## src/rtl/game_sequencer_pkg.sv

```systemverilog
// Shared definitions for the breakout game-flow controller: state codes and
// the widths of the state, lives, level and frame-count fields.
package game_sequencer_pkg;

    localparam int unsigned STATE_W = 3;
    localparam int unsigned LIVES_W = 2;
    localparam int unsigned LEVEL_W = 4;
    localparam int unsigned FRAME_W = 16;

    typedef enum logic [STATE_W-1:0] {
        ST_ATTRACT     = 3'd0,
        ST_SERVE       = 3'd1,
        ST_PLAY        = 3'd2,
        ST_PAUSED      = 3'd3,
        ST_LOST        = 3'd4,
        ST_LEVEL_CLEAR = 3'd5,
        ST_GAME_OVER   = 3'd6
    } game_state_e;

    // States in which the game logic is asked for a per-frame update.
    function automatic logic is_update_state(input game_state_e s);
        return (s == ST_SERVE) || (s == ST_PLAY);
    endfunction

endpackage

```

## src/rtl/game_sequencer_edge_detect.sv

```systemverilog
// One-bit registered rising-edge detector for an already-synchronised button.
// The history flop resets to 1 so a button held through reset must be released
// and pressed again before it produces an edge.
module edge_detect (
    input  logic clk,
    input  logic rst,
    input  logic din,
    output logic rise
);

    logic prev_q;
    logic prev_d;

    // Next history value is simply the current button level.
    always_comb begin
        prev_d = din;
    end

    // History register; reset treats the button as already pressed.
    always_ff @(posedge clk) begin
        // NOTE: sequential state uses non-blocking assignments so every flop
        // samples the pre-edge values regardless of statement order.
        if (rst) begin
            prev_q <= 1'b1;
        end else begin
            prev_q <= prev_d;
        end
    end

    assign rise = din & ~prev_q;

endmodule

```

## src/rtl/game_sequencer.sv

```systemverilog
// Breakout game-flow controller: issues per-frame update requests, tracks
// lives and level, sequences serve/pause/loss/clear/game-over and keeps a
// free-running vblank counter.
module game_sequencer
    import game_sequencer_pkg::*;
#(
    parameter int unsigned START_LIVES        = 3,
    parameter int unsigned LOST_DELAY_FRAMES  = 60,
    parameter int unsigned CLEAR_DELAY_FRAMES = 90,
    parameter int unsigned MAX_LEVEL          = 15
) (
    input  logic               CLK,
    input  logic               RESET,
    input  logic               VBLANK_START,
    input  logic               BTN_START,
    input  logic               BTN_PAUSE,
    input  logic               UPDATE_DONE,
    input  logic               BALL_LOST,
    input  logic               BRICKS_CLEARED,
    output logic               START_UPDATE,
    output logic [STATE_W-1:0] GAME_STATE,
    output logic [LIVES_W-1:0] LIVES,
    output logic [LEVEL_W-1:0] LEVEL,
    output logic [FRAME_W-1:0] FRAME_COUNT,
    output logic               OVERRUN
);

    localparam int unsigned DELAY_MAX = (LOST_DELAY_FRAMES > CLEAR_DELAY_FRAMES)
                                        ? LOST_DELAY_FRAMES : CLEAR_DELAY_FRAMES;
    localparam int unsigned DELAY_W   = $clog2(DELAY_MAX + 1);

    // Counter value at which the final vblank of each hold period arrives.
    localparam logic [DELAY_W-1:0] LOST_LAST  = DELAY_W'(LOST_DELAY_FRAMES - 1);
    localparam logic [DELAY_W-1:0] CLEAR_LAST = DELAY_W'(CLEAR_DELAY_FRAMES - 1);

    game_state_e        state_q, state_d;
    logic [LIVES_W-1:0] lives_q, lives_d;
    logic [LEVEL_W-1:0] level_q, level_d;
    logic [DELAY_W-1:0] delay_q, delay_d;
    logic [FRAME_W-1:0] frame_count_q, frame_count_d;
    logic               paused_from_play_q, paused_from_play_d;
    logic               start_update_q, start_update_d;
    logic               in_flight_q, in_flight_d;
    logic               overrun_q, overrun_d;

    logic start_rise;
    logic pause_rise;
    logic busy;

    edge_detect u_start_edge (
        .clk  (CLK),
        .rst  (RESET),
        .din  (BTN_START),
        .rise (start_rise)
    );

    edge_detect u_pause_edge (
        .clk  (CLK),
        .rst  (RESET),
        .din  (BTN_PAUSE),
        .rise (pause_rise)
    );

    // An UPDATE_DONE in the same cycle frees the slot for a new request.
    assign busy = in_flight_q & ~UPDATE_DONE;

    // Update handshake: request on vblank when idle, flag overruns, count frames.
    always_comb begin
        start_update_d = VBLANK_START & is_update_state(state_q) & ~busy;
        in_flight_d    = start_update_d | busy;
        overrun_d      = overrun_q | (VBLANK_START & busy);
        frame_count_d  = frame_count_q + FRAME_W'(VBLANK_START);
    end

    // Game-flow FSM with lives/level bookkeeping and the hold-delay counter.
    always_comb begin
        // NOTE: every signal gets a default before the case so no path leaves
        // it unassigned, which would otherwise infer a latch.
        state_d            = state_q;
        lives_d            = lives_q;
        level_d            = level_q;
        delay_d            = delay_q;
        paused_from_play_d = paused_from_play_q;

        case (state_q)
            ST_ATTRACT: begin
                if (start_rise) begin
                    lives_d = LIVES_W'(START_LIVES);
                    level_d = LEVEL_W'(1);
                    state_d = ST_SERVE;
                end
            end
            ST_SERVE: begin
                if (start_rise) begin
                    state_d = ST_PLAY;
                end else if (pause_rise) begin
                    paused_from_play_d = 1'b0;
                    state_d            = ST_PAUSED;
                end
            end
            ST_PLAY: begin
                if (BALL_LOST) begin
                    lives_d = (lives_q == '0) ? '0 : lives_q - LIVES_W'(1);
                    state_d = ST_LOST;
                end else if (BRICKS_CLEARED) begin
                    level_d = (level_q >= LEVEL_W'(MAX_LEVEL)) ? level_q
                                                               : level_q + LEVEL_W'(1);
                    state_d = ST_LEVEL_CLEAR;
                end else if (pause_rise) begin
                    paused_from_play_d = 1'b1;
                    state_d            = ST_PAUSED;
                end
            end
            ST_PAUSED: begin
                if (pause_rise) begin
                    state_d = paused_from_play_q ? ST_PLAY : ST_SERVE;
                end
            end
            ST_LOST: begin
                if (VBLANK_START) begin
                    if (delay_q == LOST_LAST) begin
                        state_d = (lives_q == '0) ? ST_GAME_OVER : ST_SERVE;
                    end else begin
                        delay_d = delay_q + DELAY_W'(1);
                    end
                end
            end
            ST_LEVEL_CLEAR: begin
                if (VBLANK_START) begin
                    if (delay_q == CLEAR_LAST) begin
                        state_d = ST_SERVE;
                    end else begin
                        delay_d = delay_q + DELAY_W'(1);
                    end
                end
            end
            ST_GAME_OVER: begin
                if (start_rise) begin
                    state_d = ST_ATTRACT;
                end
            end
            default: begin
                state_d = ST_ATTRACT;
            end
        endcase

        // Each hold period starts counting from zero on entry.
        if (state_d != state_q) begin
            delay_d = '0;
        end
    end

    // All controller state registers with synchronous reset.
    always_ff @(posedge CLK) begin
        if (RESET) begin
            state_q            <= ST_ATTRACT;
            lives_q            <= '0;
            level_q            <= '0;
            delay_q            <= '0;
            frame_count_q      <= '0;
            paused_from_play_q <= 1'b0;
            start_update_q     <= 1'b0;
            in_flight_q        <= 1'b0;
            overrun_q          <= 1'b0;
        end else begin
            state_q            <= state_d;
            lives_q            <= lives_d;
            level_q            <= level_d;
            delay_q            <= delay_d;
            frame_count_q      <= frame_count_d;
            paused_from_play_q <= paused_from_play_d;
            start_update_q     <= start_update_d;
            in_flight_q        <= in_flight_d;
            overrun_q          <= overrun_d;
        end
    end

    assign START_UPDATE = start_update_q;
    assign GAME_STATE   = state_q;
    assign LIVES        = lives_q;
    assign LEVEL        = level_q;
    assign FRAME_COUNT  = frame_count_q;
    assign OVERRUN      = overrun_q;

endmodule

```

## config.mk

```make
export PLATFORM = sky130hd
export DESIGN_NAME = game_sequencer
export DESIGN_NICKNAME = d
export VERILOG_FILES = /design/src/rtl/game_sequencer_pkg.sv /design/src/rtl/game_sequencer_edge_detect.sv /design/src/rtl/game_sequencer.sv
export SDC_FILE = /design/constraint.sdc
export NUM_CORES = 1
export LEC_CHECK = 0
export BUFFER_PORTS_ARGS = -buffer_cell sky130_fd_sc_hd__buf_2
export CAP_MARGIN = 15
export CORE_MARGIN = 1.5
export CORE_UTILIZATION = 23
export CTS_CLUSTER_SIZE = 24
export DETAILED_ROUTE_END_ITERATION = 7
export PLACE_DENSITY = 0.53
export SYNTH_ARGS = -nofsm -noshare
export SYNTH_HDL_FRONTEND = slang
export SYNTH_SLANG_ARGS = --single-unit
export TNS_END_PERCENT = 30
```

## constraint.sdc

```tcl
create_clock -name CLK -period 1.77 [get_ports CLK]
set_input_delay 0.177 -clock CLK [delete_from_list [all_inputs] [get_ports CLK]]
set_output_delay 0.177 -clock CLK [all_outputs]
set_load 0.02 [all_outputs]
```

==> flow_summary_export.csv, run 1 <==
group,metric,value,unit
status,status,"complete, no violations",
cells_and_area,drive_above_1_share,33.3,%
drt,via_count,1892,
min_path,min_to,"u_pause_edge.prev_q$_SDFF_PP1_",
floorplan,die_x,95.9,um
placed_design,hpwlAfterDp,3620,um
placed_design,io_buffers,34,
cells_and_area,multi_input_area,1220,um^2
global_routing,grt_max_degree,32,
drt,ant_nets,0,
cells_and_area,stdcell_area,2690,um^2
drt,drc,0,
global_routing,first_global_vias,1690,
drt,vias_per_cell,4.67,
clock_tree,clockRootBuffer,"clkbuf_8",
worst_setup_path,required,1970,ps
placed_design,detailed_place.area,2500,um^2
cells_and_area,layout_commonest_cell,"buf_4",
drt,drt_pass1_iterations,4,
logic_synthesis,synth-edff-count,0,
sta,fin_tns_setup,0,ps
drt,initialDrtViolationCount,54,
cells_and_area,final_util,32.4,%
logic_synthesis,ys_async_sr_fraction,0,%
cells_and_area,instances_no_fill,405,
logic_synthesis,synth_ff_type,"dfxtp_1",
placed_design,gp_congestion,0.814,
sta,skew,5.47,ps
clock_tree,clock-sinks,38,
power_and_ir_drop,p_sw_share,26.2,%
logic_synthesis,yosysSeqAreaShare,38.4,%
floorplan,die_area,9190,um^2
placed_design,dp_cells,394,
sta,max_freq,0.590,GHz
sta,max_slew_margin,77.2,%
logic_synthesis,syn_area,1980,um^2
logic_synthesis,syn_nets,240,
logic_synthesis,ys_ff_latch,38,
power_and_ir_drop,leakage,1.08,nW
min_path,hold_path_startpoint,"BTN_PAUSE",
sta,setup_viol,0,
power_and_ir_drop,p_per_area,637,nW/um^2
cells_and_area,seq_area,772,um^2
cells_and_area,mostFrequentLayoutCells,"buf_4 (36), dfxtp_1 (35), buf_2 (34)",
floorplan,die_h,95.9,um
min_path,holdCritPathClass,"input pin to flip-flop",
sta,timing_hold_violations_final,0,
worst_setup_path,critPathLaunchType,"flip-flop",
clock_tree,path_clk_slew,80,ps
clock_tree,clkLatencyLatePin,290,ps
worst_setup_path,path_class,"flip-flop to flip-flop",
worst_setup_path,r2r_start,"u_start_edge.prev_q$_SDFF_PP1_",
power_and_ir_drop,p_int,1.27,mW
floorplan,start_util,23.9,%
logic_synthesis,synth.distinct_cells,49,
worst_setup_path,rr_endpoint,"delay_q[1]$_SDFFE_PP0P_",
clock_tree,cts_inserted_buffers,5,
sta,finalCritPeriodShare,95.8,%
worst_setup_path,cp-end-kind,"flip-flop",
cells_and_area,fillers,877,
power_and_ir_drop,power.net_switching,0.449,mW
global_routing,grt_pass1_wl,7880,um
clock_tree,cts_tree,"yes",
drt,wire_per_inst,12.2,um
power_and_ir_drop,p_clk_share,37.5,%
logic_synthesis,syn_avg_cell_area,8.74,um^2
sta,fin_crit,1700,ps
run,maxCapViolCount,0,
global_routing,groute.usage.overall,11.1,%
floorplan,core-area,8300,um^2
floorplan,boundaryPins,35,
clock_tree,cts_buffer_depth,2,
power_and_ir_drop,power_frac_seq,51.7,%
clock_tree,cts_max_level,2,
sta,worst_slew_pin_slew,339,ps
worst_setup_path,critPathArrivalTime,1900,ps
worst_setup_path,path_max_fanout,7,
logic_synthesis,synthCells,227,
power_and_ir_drop,peakVddDrop,0.292,mV
sta,final_max_slew_viol_count,0,
cells_and_area,fin_nets,312,
cells_and_area,area_growth,35.8,%
worst_setup_path,rrSetupSlack,70,ps
min_path,min_path_cells,2,
power_and_ir_drop,comb_power_share,10.9,%
global_routing,grt_overflow,0,
cells_and_area,antennaDiodeCount,0,
floorplan,row_count,33,
logic_synthesis,ys_warn_count,0,
worst_setup_path,rr_worst_depth,6,
drt,wl,4920,um
global_routing,antenna_found_initial,0,
[critical path, cell delays in order (launching register included)]
cell and delay [ps]:
dfxtp_1 330, nand2b_4 140, a2111o_1 440, a31o_1 200, o2bb2ai_2 120, buf_6 140, nor4bb_4 240
[power groups by stage]
stage	Clock (mW)	Combinational, mW	Sequential (mW)
3_5_place_dp	0	0.172	0.909
2_1_floorplan	0	0.0848	0.917
4_1_cts	0.676	0.176	0.889
3_3_place_gp	0	0.172	0.908
5_1_grt	0.703	0.204	0.890
6_report	0.643	0.187	0.886
[flip-flops by register name (all words and copies together) (netlist names)]
register and flops:
u_start_edge.prev_q 1, LEVEL 4, START_UPDATE 1, in_flight_q 1, OVERRUN 1, paused_from_play_q 1
FRAME_COUNT 16, GAME_STATE 3, u_pause_edge.prev_q 1, delay_q 7, LIVES 2
[area by class of cell]
type	instances	share of cell area (%)
Clock buffer	6	3.07
Inverter	6	0.836
Tap cell	105	4.88
Multi-Input combinational cell	177	45.3
Timing Repair Buffer	71	16.8
Clock inverter	2	0.465
Sequential cell	38	28.7
[per-layer routing]
layer	GRT usage (%)	vias to the layer above	wire, um
li1	-	965	-
met1	13.9	888	2350
met2	18.5	34	2300
met3	3.00	5	221
met4	3.31	0	55
met5	0	-	0
[cell families (layout without fill, tap and decap cells)]
family	Yosys count	after routing	synth area share, %
AO/OA/AOI/OAI	43	43	13.9
buffers and inverters	12	85	3.03
multiplexers	1	1	0.505
adder cells (fa/ha/maj)	5	5	3.15
flip-flops	38	38	38.4
XOR/XNOR	17	17	7.51
AND/OR/NAND/NOR	111	111	33.6
[synth_stat cells (all sizes together) (2+ instances only)]
| cell type | count | area share, % |
|---|---|---|
| nor2 | 24 | 4.5 |
| inv | 6 | 1.1 |
| a31oi | 5 | 1.6 |
| and2 | 3 | 0.95 |
| nor3 | 8 | 2.0 |
| a21oi | 15 | 4.0 |
| nand2b | 3 | 0.95 |
| and3b | 4 | 1.8 |
| nand2 | 14 | 2.6 |
| nand4 | 9 | 2.8 |
| ha | 5 | 3.2 |
| nand4b | 3 | 1.3 |
| nor3b | 8 | 3.8 |
| o21ai | 10 | 2.5 |
| nor2b | 7 | 2.2 |
| a41oi | 2 | 0.88 |
| and3 | 4 | 1.3 |
| xor2 | 5 | 2.2 |
| clkbuf | 3 | 0.57 |
| nand3 | 6 | 1.5 |
| buf | 3 | 1.3 |
| dfxtp | 38 | 38 |
| or3 | 4 | 1.3 |
| xnor2 | 12 | 5.3 |
| nand3b | 4 | 1.5 |
| or2 | 3 | 0.95 |
[repair_timing]
item / CTS / global route
pin swaps: 1 / 4
resized for setup: 2 / 14
hold buffers: 0 / 0
gates cloned: 0 / 0
buffers inserted: 1 / 2
endpoints found under the setup margin: 4 / 8
[metrics by stage]
| stage | hold slack (ps) | power (mW) | setup WS (ps) |
|---|---|---|---|
| final | 120 | 1.72 | 74.5 |
| after global routing | 140 | 1.80 | -7.40 |
| after global placement | 396 | 1.08 | -16.3 |
| after detailed placement | 395 | 1.08 | -45.1 |
| after CTS | 91.6 | 1.74 | 3.32 |
| after floorplan | 249 | 1.00 | 51.4 |
[how the worst max path moves through the flow]
stage                                   start                       to  cells past startpoint
2_1_floorplan        GAME_STATE[1]$_SDFF_PP0_  delay_q[1]$_SDFFE_PP0P_                      6
3_3_place_gp          delay_q[1]$_SDFFE_PP0P_  delay_q[0]$_SDFFE_PP0P_                      7
3_5_place_dp         GAME_STATE[2]$_SDFF_PP0_  delay_q[1]$_SDFFE_PP0P_                      6
4_1_cts        u_pause_edge.prev_q$_SDFF_PP1_  delay_q[1]$_SDFFE_PP0P_                      6
5_1_grt        u_pause_edge.prev_q$_SDFF_PP1_  delay_q[1]$_SDFFE_PP0P_                      7
6_report       u_start_edge.prev_q$_SDFF_PP1_  delay_q[1]$_SDFFE_PP0P_                      6
(Power assumes the default switching activity.)
==> inputs of run 2 (changes only) <==
- CELL_PAD_IN_SITES_DETAIL_PLACEMENT: default -> 1
- CELL_PAD_IN_SITES_GLOBAL_PLACEMENT: default -> 2
- PLACE_DENSITY: 0.53 -> 0.72
==> run 2 against run 1 <==
  * First-iteration DRC count rose by 76%
  * Combinational power barely moved
  * Worst hold slack improved by 2.7 ps
  * Sequential power barely moved
  * Register-to-register slack got worse by 40 ps
  * Clock skew fell by 1.0 ps
  * Utilization rose by 0.075 points
  * Sequential cell count did not move
  * Power rose by 0.72%
  * Critical endpoint unchanged
  * Largest cell class unchanged
==> flow_summary_export.csv, run 2 (same netlist as run 1, synthesis figures left out) <==
group,metric,value,unit
worst_setup_path,r2r_start,"u_start_edge.prev_q$_SDFF_PP1_",
placed_design,detailed_place.area,2500,um^2
floorplan,boundaryPins,35,
cells_and_area,mostFrequentLayoutCells,"buf_4 (37), buf_2 (34), dfxtp_1 (33)",
power_and_ir_drop,peakVddDrop,0.246,mV
floorplan,die_area,9190,um^2
cells_and_area,antennaDiodeCount,0,
sta,max_freq,0.578,GHz
global_routing,antenna_found_initial,0,
sta,finalCritPeriodShare,97.8,%
cells_and_area,area_growth,36.1,%
cells_and_area,fillers,982,
clock_tree,path_clk_slew,80,ps
worst_setup_path,critPathArrivalTime,1930,ps
worst_setup_path,required,1970,ps
drt,drt_pass1_iterations,4,
power_and_ir_drop,p_per_area,640,nW/um^2
cells_and_area,stdcell_area,2700,um^2
drt,via_count,1923,
sta,worst_slew_pin_slew,336,ps
clock_tree,cts_max_level,2,
clock_tree,cts_buffer_depth,2,
worst_setup_path,path_class,"flip-flop to flip-flop",
worst_setup_path,crit_path_max_incr_delay,430,ps
worst_setup_path,cp_slowest_cell,"a2111o_1",
floorplan,die_h,95.9,um
cells_and_area,instances_no_fill,406,
drt,ant_nets,0,
worst_setup_path,critPathLaunch,"u_start_edge.prev_q$_SDFF_PP1_",
placed_design,io_buffers,34,
clock_tree,cts_tree,"yes",
placed_design,dp_cells,394,
sta,rsz0062_at_grt,"yes",
floorplan,core-area,8300,um^2
power_and_ir_drop,leakage,1.09,nW
sta,hold_ws,123,ps
global_routing,first_global_vias,1915,
worst_setup_path,cp-end-kind,"flip-flop",
clock_tree,clockRootBuffer,"clkbuf_8",
drt,vias_per_cell,4.74,
worst_setup_path,crit_family,"compound AO/OA/AOI/OAI gates",
sta,final_max_slew_viol_count,0,
global_routing,grt_max_degree,22,
sta,skew,4.46,ps
cells_and_area,layout_commonest_cell,"buf_4",
drt,wl,5600,um
drt,initialDrtViolationCount,95,
min_path,hold_path_startpoint,"BTN_PAUSE",
status,status,"complete, no violations",
cells_and_area,largest_register_ffs,16,
cells_and_area,final_util,32.5,%
drt,wire_per_inst,13.8,um
worst_setup_path,path_max_fanout,7,
clock_tree,clkLatencyLatePin,290,ps
sta,timing_hold_violations_final,0,
floorplan,start_util,23.9,%
cells_and_area,fin_nets,313,
worst_setup_path,path_cells,"nand2b_4 -> a2111o_1 -> a31o_1 -> o2bb2ai_2 -> buf_6 -> nor4bb_4",
run,maxCapViolCount,0,
sta,max_slew_margin,77.6,%
sta,fin_crit,1730,ps
floorplan,die_x,95.9,um
clock_tree,cts_inserted_buffers,5,
sta,setup_viol,0,
worst_setup_path,critPathLaunchType,"flip-flop",
min_path,holdCritPathClass,"input pin to flip-flop",
placed_design,hpwlAfterDp,4280,um
floorplan,row_count,33,
power_and_ir_drop,power.total,1.73,mW
worst_setup_path,path_buf_inv,1,
drt,drc,0,
cells_and_area,drive_above_1_share,33.9,%
placed_design,gp_congestion,0.731,
clock_tree,clock-sinks,38,
global_routing,groute.usage.overall,13.0,%
global_routing,grt_overflow,0,
global_routing,grt_pass1_wl,9200,um
-- run 2: changes by cell type in the layout (fill, tap and decap cells not counted) --
cell / change
a31oi_1: -1
ha_2: -1
buf_4: +1
o31ai_4: -1
dfxtp_2: +2
nor3b_1: +1
a31oi_2: +1
nor3b_2: -1
o31ai_2: +1
dfxtp_1: -2
a2bb2oi_1: +1
a2bb2oi_2: -1
ha_4: +1
-- run 2: cell type report --
type	instances	area (um^2)	area share, %
clock buffer	6	82.6	3.06
timing repair buffer	72	459	17.0
tap	105	131	4.87
multi-input combinational	177	1220	45.1
clock inverter	2	12.5	0.464
sequential	38	774	28.7
inverter	6	22.5	0.834
-- run 2: report_power, final --
| group | leakage (nW) | internal (mW) | total (mW) | switching [mW] |
|---|---|---|---|---|
| Combinational | 0.728 | 0.0847 | 0.189 | 0.104 |
| Sequential | 0.311 | 0.867 | 0.887 | 0.0198 |
| Clock | 0.0472 | 0.314 | 0.652 | 0.338 |
| Total | 1.09 | 1.27 | 1.73 | 0.463 |
-- run 2: worst paths after layout --
check                                   end  slack [ps]  cells past startpoint
min          u_pause_edge.prev_q$_SDFF_PP1_         120                      2
min reg2reg          in_flight_q$_SDFF_PP0_         480                      2
max reg2reg         delay_q[1]$_SDFFE_PP0P_          40                      6
max                 delay_q[1]$_SDFFE_PP0P_          40                      6
-- run 2: what timing repair did --
item	4_1_cts	5_1_grt
buffers inserted	3	1
setup endpoints to repair	7	12
gates resized for setup	6	11
hold buffers	0	0
pin swaps	2	7
-- run 2: stage by stage --
stage / setup WS [ps] / TNS (ps)
finish: 38.8 / 0
global route: -37.1 / -138
CTS: 0.467 / 0
detailed placement: -89.7 / -367
global placement: -19.6 / -38.8
floorplan: 51.4 / 0
-- run 2: layer usage --
metal | GRT usage (%) | up-vias | part of all wire [%] | wire length (um)
met2 | 21.6 | 25 | 47 | 2630
met5 | 0 | - | 0 | 0
met1 | 17.2 | 924 | 50 | 2780
li1 | - | 970 | - | -
met3 | 2.37 | 4 | 2.8 | 156
met4 | 3.31 | 0 | 0.59 | 33
